[src/rtl/mem_port_arbiter_pkg.sv]
// Shared encodings for the IF/DM memory port arbiter.
// State codes, owner codes and fixed fetch constants.
package mem_port_arbiter_pkg;

    typedef enum logic [1:0] {
        ARB_IDLE   = 2'b00,
        ARB_BUSY_I = 2'b01,
        ARB_BUSY_D = 2'b10,
        ARB_DONE   = 2'b11
    } arbState_t;

    localparam logic [1:0] ARB_OWNER_NONE = 2'b00;
    localparam logic [1:0] ARB_OWNER_IF   = 2'b01;
    localparam logic [1:0] ARB_OWNER_DM   = 2'b10;

    localparam logic [31:0] ARB_NOP    = 32'h0000_0013;
    localparam logic [2:0]  FUNC3_WORD = 3'b010;

endpackage

[src/rtl/NBitRegister.sv]
// Generic enabled register with synchronous active-high reset.
// Used for the arbiter's address, data and read-data latches.
module NBitRegister #(
    parameter int N = 32
) (
    input  logic         clk,
    input  logic         rst,
    input  logic         en,
    input  logic [N-1:0] d,
    output logic [N-1:0] q
);

    // Load d when enabled; clear on reset.
    always_ff @(posedge clk) begin
        if (rst) begin
            q <= '0;
        end else if (en) begin
            q <= d;
        end
    end

endmodule

[src/rtl/mem_port_arbiter.sv]
// Arbitrates one single-ported memory between fetch and data access.
// DM wins ties until its streak limit; a timeout aborts hung accesses.
module mem_port_arbiter
    import mem_port_arbiter_pkg::*;
#(
    parameter int unsigned MAX_D_STREAK = 4,
    parameter int unsigned TIMEOUT_CYC  = 255
) (
    input  logic        clk,
    input  logic        rst,
    input  logic        if_req,
    input  logic [31:0] if_addr,
    output logic [31:0] if_rdata,
    output logic        if_ack,
    input  logic        dm_req,
    input  logic        dm_we,
    input  logic [2:0]  dm_func3,
    input  logic [31:0] dm_addr,
    input  logic [31:0] dm_wdata,
    output logic [31:0] dm_rdata,
    output logic        dm_ack,
    output logic        bus_err,
    output logic        mem_req,
    output logic        mem_we,
    output logic [2:0]  mem_func3,
    output logic [31:0] mem_addr,
    output logic [31:0] mem_wdata,
    input  logic [31:0] mem_rdata,
    input  logic        mem_ready,
    output logic [1:0]  owner
);

    localparam logic [3:0] StreakMax = 4'(MAX_D_STREAK);
    localparam logic [7:0] TmoLast   = 8'(TIMEOUT_CYC - 1);

    arbState_t   state;
    arbState_t   nextState;
    logic [3:0]  streak;
    logic [3:0]  streakNext;
    logic [7:0]  tmoCnt;
    logic [7:0]  tmoNext;
    logic        errFlag;
    logic        errNext;
    logic        ownerD;
    logic        ownerDNext;
    logic        memWe;
    logic        memWeNext;
    logic [2:0]  memFunc3;
    logic [2:0]  memFunc3Next;
    logic        latchReq;
    logic [31:0] addrD;
    logic [31:0] wdataD;
    logic        ifLoad;
    logic        dmLoad;
    logic [31:0] ifRdataD;

    // Next-state, arbitration, streak and timeout decisions.
    always_comb begin
        nextState    = state;
        streakNext   = streak;
        tmoNext      = tmoCnt;
        errNext      = errFlag;
        ownerDNext   = ownerD;
        memWeNext    = memWe;
        memFunc3Next = memFunc3;
        latchReq     = 1'b0;
        addrD        = mem_addr;
        wdataD       = mem_wdata;
        ifLoad       = 1'b0;
        dmLoad       = 1'b0;
        ifRdataD     = mem_rdata;
        unique case (state)
            ARB_IDLE: begin
                if (dm_req || if_req) begin
                    latchReq = 1'b1;
                    tmoNext  = 8'd0;
                    errNext  = 1'b0;
                    if (dm_req && !(if_req && streak == StreakMax)) begin
                        nextState    = ARB_BUSY_D;
                        ownerDNext   = 1'b1;
                        memWeNext    = dm_we;
                        memFunc3Next = dm_func3;
                        addrD        = dm_addr;
                        wdataD       = dm_wdata;
                        if (!if_req) begin
                            streakNext = 4'd0;
                        end else if (streak != 4'hF) begin
                            streakNext = streak + 4'd1;
                        end
                    end else begin
                        nextState    = ARB_BUSY_I;
                        ownerDNext   = 1'b0;
                        memWeNext    = 1'b0;
                        memFunc3Next = FUNC3_WORD;
                        addrD        = if_addr;
                        wdataD       = 32'd0;
                        streakNext   = 4'd0;
                    end
                end
            end
            ARB_BUSY_I, ARB_BUSY_D: begin
                if (mem_ready) begin
                    nextState = ARB_DONE;
                    ifLoad    = !ownerD;
                    dmLoad    = ownerD && !memWe;
                end else if (tmoCnt == TmoLast) begin
                    nextState = ARB_DONE;
                    errNext   = 1'b1;
                    tmoNext   = tmoCnt + 8'd1;
                    ifLoad    = !ownerD;
                    ifRdataD  = ARB_NOP;
                end else begin
                    tmoNext = tmoCnt + 8'd1;
                end
            end
            ARB_DONE: begin
                nextState = ARB_IDLE;
            end
            default: begin
                nextState = ARB_IDLE;
            end
        endcase
    end

    // State and small control registers.
    always_ff @(posedge clk) begin
        if (rst) begin
            state    <= ARB_IDLE;
            streak   <= 4'd0;
            tmoCnt   <= 8'd0;
            errFlag  <= 1'b0;
            ownerD   <= 1'b0;
            memWe    <= 1'b0;
            memFunc3 <= 3'd0;
        end else begin
            state    <= nextState;
            streak   <= streakNext;
            tmoCnt   <= tmoNext;
            errFlag  <= errNext;
            ownerD   <= ownerDNext;
            memWe    <= memWeNext;
            memFunc3 <= memFunc3Next;
        end
    end

    NBitRegister #(.N(32)) addrReg (
        .clk (clk),
        .rst (rst),
        .en  (latchReq),
        .d   (addrD),
        .q   (mem_addr)
    );

    NBitRegister #(.N(32)) wdataReg (
        .clk (clk),
        .rst (rst),
        .en  (latchReq),
        .d   (wdataD),
        .q   (mem_wdata)
    );

    NBitRegister #(.N(32)) ifRdataReg (
        .clk (clk),
        .rst (rst),
        .en  (ifLoad),
        .d   (ifRdataD),
        .q   (if_rdata)
    );

    NBitRegister #(.N(32)) dmRdataReg (
        .clk (clk),
        .rst (rst),
        .en  (dmLoad),
        .d   (mem_rdata),
        .q   (dm_rdata)
    );

    assign mem_req   = (state == ARB_BUSY_I) || (state == ARB_BUSY_D);
    assign mem_we    = memWe;
    assign mem_func3 = memFunc3;
    assign if_ack    = (state == ARB_DONE) && !ownerD;
    assign dm_ack    = (state == ARB_DONE) && ownerD;
    assign bus_err   = (state == ARB_DONE) && errFlag;
    assign owner     = (state == ARB_BUSY_I) ? ARB_OWNER_IF :
                       (state == ARB_BUSY_D) ? ARB_OWNER_DM : ARB_OWNER_NONE;

endmodule
[config.mk]
export PLATFORM = sky130hd
export DESIGN_NAME = mem_port_arbiter
export DESIGN_NICKNAME = d
export VERILOG_FILES = /design/src/rtl/mem_port_arbiter_pkg.sv /design/src/rtl/NBitRegister.sv /design/src/rtl/mem_port_arbiter.sv
export SDC_FILE = /design/constraint.sdc
export NUM_CORES = 1
export LEC_CHECK = 0
export ABC_AREA = 1
export CORE_ASPECT_RATIO = 0.5
export CORE_MARGIN = 1.5
export CORE_UTILIZATION = 50
export CTS_BUF_LIST = sky130_fd_sc_hd__clkbuf_4
export DETAILED_ROUTE_END_ITERATION = 10
export GPL_TIMING_DRIVEN = 0
export PLACE_DENSITY = 0.88
export SKIP_LAST_GASP = 1
export SLEW_MARGIN = 30
export SYNTH_ARGS = -nofsm -noshare
export SYNTH_HDL_FRONTEND = slang
export SYNTH_HIERARCHICAL = 1
export SYNTH_SLANG_ARGS = --single-unit
[constraint.sdc]
create_clock -name clk -period 3.8 [get_ports clk]
set_input_delay 0.76 -clock clk [delete_from_list [all_inputs] [get_ports clk]]
set_output_delay 0.76 -clock clk [all_outputs]
set_load 0.01 [all_outputs]
* After elaboration in Yosys (flattened, before gate mapping) *
Index checks and enable logic that the tools add are counted.

operators by class
  add/subtract/negate cells = 2
  equal/unequal tests = 11
  reduce and logical (&&, ||, !) cells = 20
  muxes and demuxes = 32

operator list
  cell                                                   count
  2-to-1 mux 32 bit                                      5
  2-to-1 mux 8 bit                                       2
  one-hot mux 8 bit (2 select lines)                     1
  2-to-1 mux 1 bit                                       12
  2-to-1 mux 2 bit                                       6
  2-to-1 mux 4 bit                                       3
  AND reduction 3 bit                                    3
  adder 8 x 1 -> 8 bit, second input constant            1
  equality test 8 bit, second input constant             1
  logical AND 1 bit                                      6
  inequality test 2 bit, second input constant           3
  one-hot mux 2 bit (3 select lines)                     1
  adder 4 x 1 -> 4 bit, second input constant            1
  equality test 2 bit, second input constant             2
  equality test 4 x 3 -> 1 bit, second input constant    1
  inequality test 4 bit, second input constant           1
  AND reduction 2 bit                                    2
  AND reduction 4 bit                                    1
  logical NOT 1 bit                                      3
  2-to-1 mux 3 bit                                       1
  inequality test 3 x 2 -> 1 bit, second input constant  1
  inequality test 3 bit, second input constant           1
  equality test 2 x 1 -> 1 bit, second input constant    1
  logical NOT 2 bit                                      1
  4 further kinds                                        5

word-level totals
  bits of input ports = 137
  output and inout port bits = 138
  word-level logic and storage cells = 76
  register bits = 148

* Longest topological paths before layout *
  word-level depth = 7
  gate-level depth with buffers = 14
  depth with buffers taken out = 13

* Modules after synthesis *
Netlist, hierarchy kept.

by module, submodules not included
  module            seq. area each (um^2)  times used  cells an instance  area an instance (um^2)
  NBitRegister      640.6                  4           203                1338.8
  mem_port_arbiter  400.4                  1           421                2369.8

* Least setup slack after synthesis *
OpenSTA, ideal clock, no wires.

  path kind = input to register
  from = input port dm_req
  to = register addrReg.q[26]
  cell stages on the path = 11
  library setup time = 64 ps
  required time = 3736 ps
  arrival time = 1699 ps
  path slack = 2038 ps
  buffers on the path = 2
  path through = nor2_1 nor2_4 inv_2 buf_6 buf_6 a21oi_1 a21oi_1 inv_1 nand2_1 nand2_1 nor2_1

between the ends
  word-level cells in the longest chain between the ends = 4
  elaborated cells between the ends (all ways) = 6
  those cells by class = 3 x mux; 3 x reduce/logical

ends and longest elaborated chain
  element                        RTL line                RTL
  start: declaration             mem_port_arbiter.sv:15  input logic dm_req,
  logical OR 1 bit               mem_port_arbiter.sv:74  if (dm_req || if_req) begin
  2-to-1 mux 1 bit               mem_port_arbiter.sv:74
  2-to-1 mux 1 bit               mem_port_arbiter.sv:72  unique case (state)
  AND reduction 3 bit (no line)  -
  end signal: assignment         NBitRegister.sv:16      q <= '0;
  end signal: assignment         NBitRegister.sv:18      q <= d;
  end: declaration               NBitRegister.sv:10      output logic [N-1:0] q

Parallel ways exist; a longest one is shown, timed or not.
A chain may end at the register's enable or synchronous reset.

* Worst setup path after layout *
  from = register state[1]
  to = output port mem_req

between the ends
  word-level cells in the longest chain between the ends = 2
  elaborated cells between the ends (all ways) = 3
  those cells by class = 2 x eq/ne; 1 x reduce/logical

ends and longest elaborated chain
  element                                                                     RTL line                 RTL
  start: declaration                                                          mem_port_arbiter.sv:36   arbState_t state;
  start signal: assignment                                                    mem_port_arbiter.sv:136  state <= nextState;
  equality test 2 x 1 -> 1 bit / equality test 2 bit (equally long branches)  mem_port_arbiter.sv:178  assign mem_req = (state == ARB_BUSY_I) || (state == ARB_BUSY_D);
  logical OR 1 bit (*)                                                        mem_port_arbiter.sv:178
  end: declaration                                                            mem_port_arbiter.sv:23   output logic mem_req,

Mark *: on every way between the ends. The rest lies on a longest branch, timed or not.

==> summary.md <==
| Metric | Value |
|---|---|
| Yosys warnings | `6` |
| Most crowded layer after global routing | `met2` |
| Worst slew margin | `0.645` |
| CP Class | `flip-flop to primary output` |
| Post-CTS Setup Repair Bufs | `0` |
| Final WL | `22.2 mm` |
| Via count | `between 8,000 and 9,000` |
| Row count | `31` |
| Initial Util | `0.523` |
| Sink Count | `about 150` |
| Overflow after GRT | `0` |
| Layout cells sized above 1 | `0.0637` |
| Mapped cell area | `around 7700 um^2` |
| Compound-Gate Fraction of Synth Area | `0.0912` |
| Clk buf depth | `2` |
| Inst Count DP | `1,705` |
| IO Port Bufs | `274` |
| Final non-filler cell total | `approximately 1,700` |
| Status | `finished, final reports clean` |
| Vias in the first global route | `7,834` |
| Met1 global-route usage | `0.322` |
| Top post-synthesis cells by area | `dfxtp_1, nand2_1, nor2_1` |
| Cts hold-fix bufs | `0` |
| CTS resizes | `0` |
| Synth Instances | `1,233` |
| RSZ-0062 raised after global routing | `no` |
| Crit-path max FO | `8` |
| Data arrival, critical path | `between 2 and 2.5 ns` |
| Max_cap viols | `0` |
| Crit end category | `primary output` |
| Total die area | `16,200 um^2` |
| Routed vias/inst | `4.77` |
| Top cells by count, synth | `nand2_1, nor2_1, inv_1` |
| Simple-Gate Fraction of Synth Area | `0.350` |
| Final min period | `2.83 ns` |
| Crit share post-route | `0.746` |
| Hold Crit Class | `flip-flop to flip-flop` |
| Fin nets | `around 1,700` |
| CORE AREA | `14,800 um^2` |
| Static leakage | `5.36 nW` |
| ANT cells | `0` |
| Mapped Avg Cell Area | `6.27 um^2` |
| Top-count cell post-synth | `nand2_1` |
| Yosys reg bits | `148` |
| First-pass GRT wire length | `around 36 mm` |
| Worst-skew pair later-pin latency | `0.53 ns` |
| Synth Area in Adders | `0.0146` |
| Fmax | `between 300 and 400 MHz` |
| Mux contribution to synthesized area | `0.00130` |
| Required @ worst endpoint | `roughly 3.0 ns` |
| Met3 usage | `0.0513` |
| Slew Viols, Final | `0` |
| Synthesized net count | `1,379` |
| DR pass1 iterations | `5` |
| Overall Global Routing Usage | `0.273` |
| GRT met2 Usage | `0.498` |
| Ys flop type | `dfxtp_1` |
| Largest net degree at the start of global routing | `17` |
| PD cells | `723 nW/um^2` |
| Dominant cell type by area after synthesis | `dfxtp_1` |
| Die Height | `approximately 91 um` |
| Post-synth ARST share | `0` |
| CTS Buf Count | `17` |
| H-tree levels | `4` |
| Peak VDD IR | `434 uV` |
| Post-DP HPWL | `16.9 mm` |
| Initial DRC count | `480` |
| Post-route ant nets | `0` |
| Setup TNS | `0 ns` |
| Final Setup Violations | `0` |
| Synth top area share | `0.384` |
| Root buf cell | `clkbuf_4` |
| Sequential cell area fraction in the yosys report | `0.384` |
| Final clock skew | `0.0371 ns` |
| Post-synth cell types | `25` |
| Worst-path clk slew | `around 0.14 ns` |
| Worst Max-Slew Pin Slew | `0.531 ns` |
| CP startpoint kind | `flip-flop` |
| Residual DRC | `0` |
| Xor/xnor cell area share of the yosys netlist | `0.00113` |
| Wire per inst | `roughly 13 um` |
| Main combinational cell family by area after synthesis | `simple AND/OR/NAND/NOR gates` |
| Die Wd | `179 um` |
| RePlAce Congestion | `~0.89` |
| Post-synth EDFFs | `0` |
| CTS tree | `built` |
| Area growth syn-to-layout | `42.4%` |
| Top Ports | `275` |
| Fin. Hold Viols | `0` |
| Number of fill cells | `1,174` |
| Initial antenna violation count | `0` |
[layout make-up]
cell class | instances | area [um^2] | area share
Multi-Input combinational cell | 829 | 3540 | 0.322
Clock buffer | 18 | 135 | 0.0123
Tap cell | 198 | 248 | 0.0225
Buffer | 63 | 500 | 0.0455
Timing Repair Buffer | 274 | 2740 | 0.249
Inverter | 193 | 724 | 0.0659
Clock inverter | 14 | 150 | 0.0136
Sequential cell | 148 | 2960 | 0.269
[worst max-delay path, cell delays in order (launching register included)]
cell,delay [ns]
dfxtp_1,0.39
inv_1,0.10
ha_1,0.46
clkdlybuf4s50_1,0.61
[flip-flops by register name (all words and copies together) (netlist names), 2 cells and up]
| name | cells |
|---|---|
| addrReg/q | 32 |
| ifRdataReg/q | 32 |
| wdataReg/q | 32 |
| mem_func3 | 3 |
| streak | 4 |
| tmoCnt | 8 |
| dmRdataReg/q | 32 |
| state | 2 |
[routing by layer]
layer	vias to the layer above	routed length [um]
li1	4254	-
met5	-	0
met4	0	319
met3	26	1350
met2	266	11100
met1	3741	9470
[cell families (layout without fill, tap and decap cells)]
family,after synthesis,in the layout
DFF,148,148
and+or+nand+nor,702,702
AOI/OAI and AO/OA,116,116
adders and majority gates,9,9
buffers and inverters,256,562
muxes,1,1
xor gates and xnor gates,1,1
[final timing paths]
check	endpoint	from	cells after the start	slack, ns
worst max-delay path	mem_req	state[1]	3	0.97
worst min-delay path	mem_func3[2]	mem_func3[2]	2	0.48
worst min register to register	mem_func3[2]	mem_func3[2]	2	0.48
worst max register to register	ifRdataReg/q[14]	state[1]	9	1.75
[where the power goes]
part,internal (mW),switching [mW]
clock network,0.405,0.612
logic,2.15,2.37
registers,2.05,0.365
[metrics by stage]
stage,utilization,hold WS [ns],instance area [um^2],power [mW],setup slack [ns]
finish,0.744,0.478,11000,7.95,0.965
global route,0.744,0.488,11000,8.60,0.823
CTS,0.744,0.477,11000,7.97,0.929
detailed placement,0.725,0.460,10700,6.93,1.10
global placement,0.725,0.450,10700,6.79,1.15
floorplan,-,0.437,7720,5.19,2.04
[cells in the final DEF, fill, tap and decap left out, types with 2 or more instances in the layout]
cell	instances
inv_1	191
buf_6	30
nor2_4	2
nand3_1	13
clkbuf_4	18
ha_1	9
inv_6	4
clkinv_2	2
a21oi_1	72
buf_2	31
nor2_1	318
clkinvlp_4	2
clkdlybuf4s50_1	274
a22o_1	32
inv_2	2
dfxtp_1	148
o21ai_0	9
bufinv_16	2
buf_1	2
nand4_1	6
nand2_1	356
clkinv_4	3
nor3_1	3
No activity file was read; power rests on OpenSTA's default activity.
==> RTL edit (config.mk and constraints unchanged) <==
Put a register stage on the output `bus_err`, cleared by the reset. The value now appears one clock later. The other outputs are not delayed to match.
--- a/src/rtl/mem_port_arbiter.sv
+++ b/src/rtl/mem_port_arbiter.sv
@@ -180,7 +180,13 @@
     assign mem_func3 = memFunc3;
     assign if_ack    = (state == ARB_DONE) && !ownerD;
     assign dm_ack    = (state == ARB_DONE) && ownerD;
-    assign bus_err   = (state == ARB_DONE) && errFlag;
+    always_ff @(posedge clk) begin
+        if (rst) begin
+            bus_err <= '0;
+        end else begin
+            bus_err <= (state == ARB_DONE) && errFlag;
+        end
+    end
     assign owner     = (state == ARB_BUSY_I) ? ARB_OWNER_IF :
                        (state == ARB_BUSY_D) ? ARB_OWNER_DM : ARB_OWNER_NONE;
 
Behaviour: no difference found for any inputs over 4 cycles, from zero or initial values and one cycle with rst high; that may be too few to reach the edited logic, so the function may still have changed.
==> RTL edit against the original RTL <==
  * Via count is 0.39% lower
  * Area after synthesis is 0.57% higher
  * Clock skew is 0.0059 ns lower
  * Routed wire length is 1.5% lower
  * Total power is 0.33% higher
  * Sequential cell count is 1 higher
  * First-iteration DRC count is 5.6% lower
  * Synthesized cell count is 0.24% higher
  * Final cell count is 0.23% higher
  * Setup slack better by 0.21 ns
  * Non-clock buffer count is 3 higher
  * Design area is 0.43% higher
  * Largest cell class unchanged
  * Largest power group unchanged
  * Highest routed layer unchanged
==> RTL edit: results (changes against the original RTL) <==
WP data arrival: 1.87 ns (-0.20 ns)
DRT Pass-1 Iters: 7 (+2)
Int Pwr: 4.632 mW (+0.56%)
Crit-path max cell delay: 0.54 ns (-0.07 ns)
Synthesized Nets: 1382 (+0.22%)
Crit path max fanout: 4 (-4)
Worst flop-to-flop path startpoint: state[0]
Area contributors post-synth: dfxtp_1, nand2_1, nor2_1
Worst ir drop on vdd: 0.0003707 V (-15%)
Final Skew: 0.03118 ns (-0.005940 ns)
Post-Syn Instances: 1236 (+0.24%)
Setup WS pre-CTS: 1.130 ns (+0.03102 ns)
RePlAce Congestion: 0.8561 (-4.3%)
Fill cells: 1165 (-0.77%)
Initial antenna violation count: 1 (+1)
Synth cell count leaders: nand2_1, nor2_1, inv_1, dfxtp_1, a21oi_1
Status: completed
Starting DRT DRC Count: 453 (-5.6%)
DR WL/cell: 12.58 microns (-1.8%)
Share of cells above drive strength 1: 6.550% (+0.18 points)
First-pass GRT wire length: 34140 microns (-5.2%)
Leak: 5.352 nW (-0.21%)
Final WL: 21900 microns (-1.5%)
Synth unique cells: 29 (+16%)
GRT Total Usage: 25.71% (-1.6 points)
Cell Count Post-Placement: 1708 (+0.18%)
Hpwl dp: 16670 microns (-1.2%)
Layout Nets: 1675 (+0.18%)
Layout Cell Area excl Fill: 0.01105 sq mm (+0.43%)
Clock-pin slew on the worst setup and hold paths: 0.12 ns (-0.02 ns)
Sequential fraction of the synthesis area: 38.40% (+0.041 points)
[RTL edit: cell type report]
class	instances	area share, %
flip-flops and latches	149	27.00
clock buffers	18	1.223
multi-input cells	829	32.13
clock inverters	14	1.370
repair buffers	274	24.82
plain buffers	66	4.666
well taps	198	2.242
diodes	1	0.02265
inverters	192	6.523
[RTL edit: worst register-to-register path, cell delays in order (launching register included)]
cell and delay (ns):
dfxtp_1 0.39, inv_1 0.11, ha_1 0.32, clkbuf_2 0.22, inv_1 0.11, a211oi_1 0.26, buf_6 0.21, buf_6 0.15
nand2_1 0.06, nand2_1 0.06, nor2_1 0.04
[RTL edit: metal layers]
layer	up-vias	track usage (%)	wire (microns)
met4	0	6.956	288
met1	3663	30.84	9398
met3	30	5.528	1421
met2	301	46.12	10790
met5	-	0	0
li1	4261	-	-
[RTL edit: worst paths after layout]
check	slack (ns)	to	depth (start not counted)
setup / recovery	1.17	mem_req	3
hold / removal	0.48	mem_func3[2]	2
setup reg to reg	1.78	ifRdataReg/q[20]	10
hold reg to reg	0.48	mem_func3[2]	2
[RTL edit: cell families (layout without fill, tap and decap cells)]
kind of cell | count (synthesis) | after routing | share of synthesized area [%]
xor gates and xnor gates | 1 | 1 | 0.1128
buffers and inverters | 258 | 564 | 15.91
other | 0 | 1 | 0
and+or+nand+nor | 698 | 698 | 34.63
adders and majority gates | 9 | 9 | 1.450
AOI/OAI and AO/OA | 120 | 120 | 9.374
DFF | 149 | 149 | 38.40
muxes | 1 | 1 | 0.1289
[RTL edit: power groups by stage]
stage,clock network [mW],registers [mW],logic [mW]
after floorplan,0,2.61,2.62
after global placement,0,2.44,4.37
after detailed placement,0,2.46,4.51
after CTS,1.03,2.43,4.53
after global routing,1.09,2.49,5.01
final,1.00,2.44,4.54
